==> config.mk <==
export PLATFORM = sky130hd
export DESIGN_NAME = reg_wb_arbiter
export DESIGN_NICKNAME = d
export VERILOG_FILES = /design/src/rtl/reg_wb_pkg.sv /design/src/rtl/wb_scoreboard.sv /design/src/rtl/reg_wb_arbiter.sv
export SDC_FILE = /design/constraint.sdc
export NUM_CORES = 1
export LEC_CHECK = 0
export ABC_CLOCK_PERIOD_IN_PS = 1800
export BUFFER_PORTS_ARGS = -buffer_cell sky130_fd_sc_hd__buf_2
export CAP_MARGIN = 0
export CORE_UTILIZATION = 25
export CTS_CLUSTER_SIZE = 25
export DETAILED_ROUTE_END_ITERATION = 10
export PLACE_DENSITY = 0.51
export SYNTH_ARGS = -nofsm -noshare
export SYNTH_HDL_FRONTEND = slang
export SYNTH_HIERARCHICAL = 1
export SYNTH_SLANG_ARGS = --single-unit
==> constraint.sdc <==
create_clock -name clk -period 1.8 [get_ports clk]
set_input_delay 0.09 -clock clk [delete_from_list [all_inputs] [get_ports clk]]
set_output_delay 0.09 -clock clk [all_outputs]
set_load 0.01 [all_outputs]
==> src/rtl/reg_wb_pkg.sv <==
// rtl/reg_wb_pkg.sv - shared widths, requester ids and write-port bundle for the writeback arbiter
package reg_wb_pkg;

    localparam int WB_DATA_W = 32;
    localparam int WB_ADDR_W = 4;
    localparam int WB_NREG   = 1 << WB_ADDR_W;

    localparam logic REQ_ALU = 1'b0;
    localparam logic REQ_LD  = 1'b1;

    typedef struct packed {
        logic                 w_en;
        logic [WB_ADDR_W-1:0] addr;
        logic [WB_DATA_W-1:0] data;
    } wb_port_t;

    // Round-robin pick: the load wins a conflict when the ALU was granted last.
    function automatic logic rr_pick_ld(input logic last_grant);
        return (last_grant == REQ_ALU);
    endfunction

endpackage

==> src/rtl/wb_scoreboard.sv <==
// rtl/wb_scoreboard.sv - per-register busy bits: reserved at issue, released when the write lands
module wb_scoreboard
    import reg_wb_pkg::*;
#(
    parameter int ADDR_W = WB_ADDR_W
) (
    input  logic              clk,
    input  logic              rst_n,
    input  logic              set_en_i,
    input  logic [ADDR_W-1:0] set_addr_i,
    output logic              set_ok_o,
    input  logic              clr_en_i,
    input  logic [ADDR_W-1:0] clr_addr_i,
    input  logic [ADDR_W-1:0] rn_i,
    input  logic [ADDR_W-1:0] rm_i,
    output logic              rn_busy_o,
    output logic              rm_busy_o
);

    localparam int NREG = 1 << ADDR_W;

    logic [NREG-1:0] busy_q;
    logic [NREG-1:0] busy_d;
    logic [NREG-1:0] set_vec;
    logic [NREG-1:0] clr_vec;

    assign set_ok_o  = ~busy_q[set_addr_i];
    assign rn_busy_o = busy_q[rn_i];
    assign rm_busy_o = busy_q[rm_i];

    // Set is OR-ed in after the clear so a same-cycle reserve of the written register survives.
    always_comb begin
        set_vec = '0;
        clr_vec = '0;
        if (set_en_i && set_ok_o) begin
            set_vec[set_addr_i] = 1'b1;
        end
        if (clr_en_i) begin
            clr_vec[clr_addr_i] = 1'b1;
        end
        busy_d = (busy_q & ~clr_vec) | set_vec;
    end

    always_ff @(posedge clk or negedge rst_n) begin
        if (!rst_n) begin
            busy_q <= '0;
        end else begin
            busy_q <= busy_d;
        end
    end

endmodule

==> src/rtl/reg_wb_arbiter.sv <==
// rtl/reg_wb_arbiter.sv - ALU/load writeback arbiter with registered RF write port; WB_RR_EN selects round-robin
module reg_wb_arbiter
    import reg_wb_pkg::*;
#(
    parameter int DATA_W = WB_DATA_W,
    parameter int ADDR_W = WB_ADDR_W
) (
    input  logic              clk,
    input  logic              rst_n,
    input  logic              alu_valid,
    output logic              alu_ready,
    input  logic [ADDR_W-1:0] alu_rd,
    input  logic [DATA_W-1:0] alu_data,
    input  logic              ld_valid,
    output logic              ld_ready,
    input  logic [ADDR_W-1:0] ld_rd,
    input  logic [DATA_W-1:0] ld_data,
    output logic              rf_w_en,
    output logic [ADDR_W-1:0] rf_rd_addr,
    output logic [DATA_W-1:0] rf_rd_data,
    input  logic              iss_valid,
    input  logic [ADDR_W-1:0] iss_rd,
    output logic              iss_ok,
    input  logic [ADDR_W-1:0] chk_rn,
    input  logic [ADDR_W-1:0] chk_rm,
    output logic              rn_busy,
    output logic              rm_busy
);

    logic     alu_gnt;
    logic     ld_gnt;
    wb_port_t wport_q;
    wb_port_t wport_d;

`ifdef WB_RR_EN
    logic last_q;
    logic last_d;

    always_comb begin
        alu_gnt = 1'b0;
        ld_gnt  = 1'b0;
        if (alu_valid && ld_valid) begin
            if (rr_pick_ld(last_q)) begin
                ld_gnt = 1'b1;
            end else begin
                alu_gnt = 1'b1;
            end
        end else begin
            alu_gnt = alu_valid;
            ld_gnt  = ld_valid;
        end
        last_d = last_q;
        if (ld_gnt) begin
            last_d = REQ_LD;
        end else if (alu_gnt) begin
            last_d = REQ_ALU;
        end
    end

    always_ff @(posedge clk or negedge rst_n) begin
        if (!rst_n) begin
            last_q <= REQ_ALU;
        end else begin
            last_q <= last_d;
        end
    end
`else
    assign ld_gnt  = ld_valid;
    assign alu_gnt = alu_valid & ~ld_valid;
`endif

    // Nothing is accepted while reset is held, even with requests pending.
    assign alu_ready = alu_gnt & rst_n;
    assign ld_ready  = ld_gnt & rst_n;

    always_comb begin
        wport_d      = wport_q;
        wport_d.w_en = 1'b0;
        if (ld_gnt) begin
            wport_d.w_en = 1'b1;
            wport_d.addr = ld_rd;
            wport_d.data = ld_data;
        end else if (alu_gnt) begin
            wport_d.w_en = 1'b1;
            wport_d.addr = alu_rd;
            wport_d.data = alu_data;
        end
    end

    always_ff @(posedge clk or negedge rst_n) begin
        if (!rst_n) begin
            wport_q <= '0;
        end else begin
            wport_q <= wport_d;
        end
    end

    assign rf_w_en    = wport_q.w_en;
    assign rf_rd_addr = wport_q.addr;
    assign rf_rd_data = wport_q.data;

    wb_scoreboard #(
        .ADDR_W (ADDR_W)
    ) u_scoreboard (
        .clk        (clk),
        .rst_n      (rst_n),
        .set_en_i   (iss_valid),
        .set_addr_i (iss_rd),
        .set_ok_o   (iss_ok),
        .clr_en_i   (wport_q.w_en),
        .clr_addr_i (wport_q.addr),
        .rn_i       (chk_rn),
        .rm_i       (chk_rm),
        .rn_busy_o  (rn_busy),
        .rm_busy_o  (rm_busy)
    );

endmodule

==> run metrics <==
Max Cap Violations=0; crit-path cells=mux4_2 > mux2i_1 > mux2_4 > buf_2; die height=107.9 µm; Num CTS Buffers=5; RSZ-0062 raised after global routing=yes; commonest cells after routing, fill and taps aside=buf_2, dfrtp_1, mux2i_1; starting density of the core=0.2576; GRT Max-Usage Layer=met2; routed vias=2474; Crit Path Category=register to primary output; register area share after synthesis=0.4728; Final GP Congestion=0.7892; die width=107.9 µm; Yosys reg bits=53; Worst-path clk slew=0.09 ns; worst hold endpoint=rf_rd_data[6]; Gate Count Post-Synth=248; prevailing post-synth register cell=dfrtp_1; hold depth=3; First-pass DRT Iterations=4; Placed Area=3590 µm²; post-CTS setup buffer count=0; Routed Antenna Nets=0; Slew Viols, Final=0; most common cell after layout, fill and taps aside=buf_2; Yosys warnings=6; worst skew pair latency=0.30 ns; vias in the first global route=2500; Pleak=1.945 nW; DP HPWL=5704 µm; htree depth=2; CP peak stage delay=0.50 ns; critical path endpoint category=primary output; Max clock buf depth=2; final setup TNS=0 ns; DR DRC count=0; Top-Level Pins=131; first-pass GRT wire length=12910 µm; Netlist Area Pre-Place=2805 µm²; Synth Area per Inst=11.31 µm²; setup violation total in the final timing report=0; Max IR drop VDD=0.0003202 V; Max-slew headroom=0.7272; worst-path fanout max=4; die area=11650 µm²; Avg WL per Cell=14.47 µm; CTS tree=yes; reg2reg start=u_scoreboard/busy_q[7]; Final Cell Area=4014 µm²; RR Endpoint=u_scoreboard/busy_q[6]; Register-to-Register Path Depth=3; final period utilization=0.9587; Row Count=38; final hold vios=0; Worst Setup Start Kind=register; Post-synth EDFFs=0; Max Freq=579.5 MHz; # diodes=0; setup slack, reg-to-reg=0.27 ns; Nets=497; hold_ws=0.01231 ns; CP top delay family=multiplexers; status=finished clean; Power Density=861.1 nW/µm²; GR Util met2=0.2404; Core Area=10890 µm²; Async SR Flop Fraction=1.000; layout cells sized above 1=0.4142; global-route met1 utilization=0.1915; Least-Margin Pin Slew=0.4092 ns; slowest CP cell=mux4_2; Layout Cells excl Fill=548; I/O Buffers=130; final WL=7932 µm; layout filler cell count=1068; Root Driver=clkbuf_8; via density per instance=4.515; GRT Total Usage=0.1440; Period minus WS final=1.726 ns; antenna violations before repair=0; placed cell count=509; Critical Path Source=u_scoreboard/busy_q[15]; Worst path depth=4; CP bufs+invs=1; met3 Resource Use GR=0.03195; post-synth cell types=25; CTS sink count=53; pin count of the biggest net entering global routing=46; total power after layout=3.456 mW; grt total ovfl=0; Req. time, crit path=1.71 ns; Initial DRC Count=86; Hold Path Class=input port to register; Area growth, synth to finish=43.09%; CP arrival=1.64 ns; Clock Skew=0.005895 ns; Net Count, Synth=337; min-delay src=ld_data[6]
==> registers in the layout, indices dropped and copies added, names as in the netlist <==
register	count
u_scoreboard/busy_q	16
rf_rd_addr	4
rf_w_en	1
rf_rd_data	32
==> Yosys cell counts (3+ instances only) <==
| cell | instances | area (µm²) |
|---|---|---|
| o21ai_1 | 36 | 180.2 |
| mux2i_1 | 44 | 440.4 |
| dfrtp_1 | 53 | 1326 |
| clkbuf_1 | 3 | 11.26 |
| o21ai_2 | 8 | 70.07 |
| buf_2 | 4 | 20.02 |
| nand2_1 | 38 | 142.6 |
| o21ai_0 | 24 | 120.1 |
| nand3b_1 | 5 | 37.54 |
| mux4_2 | 11 | 247.7 |
==> power by group <==
group | switching, mW | total [mW] | internal [mW]
registers | 0.181 | 1.59 | 1.41
logic | 0.478 | 1.07 | 0.591
clock network | 0.391 | 0.796 | 0.405
total | 1.05 | 3.46 | 2.41
==> kinds of logic (layout without fill, tap and decap cells) <==
| logic type | Yosys count | in the layout | share of synthesized area |
|---|---|---|---|
| muxes | 57 | 57 | 0.2587 |
| DFF | 53 | 53 | 0.4728 |
| buffers and inverters | 14 | 174 | 0.03702 |
| AOI/OAI and AO/OA | 68 | 68 | 0.1320 |
| and+or+nand+nor | 56 | 56 | 0.09947 |
==> tightest hold or removal path, stage by stage <==
cell     delay (ns)
buf_2          0.07
nand2_1        0.04
o21ai_1        0.06
==> through the flow <==
step,utilization,setup WS [ns]
final,0.3687,0.07437
after global routing,0.3687,-0.003168
after CTS,0.3687,0.001259
after detailed placement,0.3297,0.2919
after global placement,0.3297,0.3227
after floorplan,-,0.3652
==> how the worst max path moves through the flow <==
stage	end	slack, ns
after floorplan	u_scoreboard/busy_q[10]	0.37
after global placement	u_scoreboard/busy_q[10]	0.32
after detailed placement	u_scoreboard/busy_q[6]	0.29
after CTS	iss_ok	0.001
after global routing	rm_busy	-0.003
final	iss_ok	0.07
==> final cells by class <==
type / instances / area, µm² / area share
Timing Repair Buffer: 167 / 1033 / 0.2575
Sequential cell: 53 / 1326 / 0.3304
Clock buffer: 5 / 68.82 / 0.01714
Tap cell: 140 / 175.2 / 0.04364
Multi-Input combinational cell: 181 / 1375 / 0.3426
Clock inverter: 2 / 35.03 / 0.008728
==> per-layer routing <==
| layer | vias up | wire length (µm) | part of all wire |
|---|---|---|---|
| met5 | - | 0 | 0 |
| met4 | 0 | 53 | 0.0067 |
| met3 | 4 | 566 | 0.071 |
| met2 | 99 | 3769 | 0.48 |
| met1 | 1159 | 3543 | 0.45 |
| li1 | 1212 | - | - |
==> timing repair <==
| item | CTS | global route |
|---|---|---|
| hold buffers | 32 | 0 |
| endpoints found under the hold margin | 42 | 0 |
| endpoints found under the setup margin | 0 | 1 |
| resized for setup | 0 | 2 |
No activity file was read; power rests on OpenSTA's default activity.
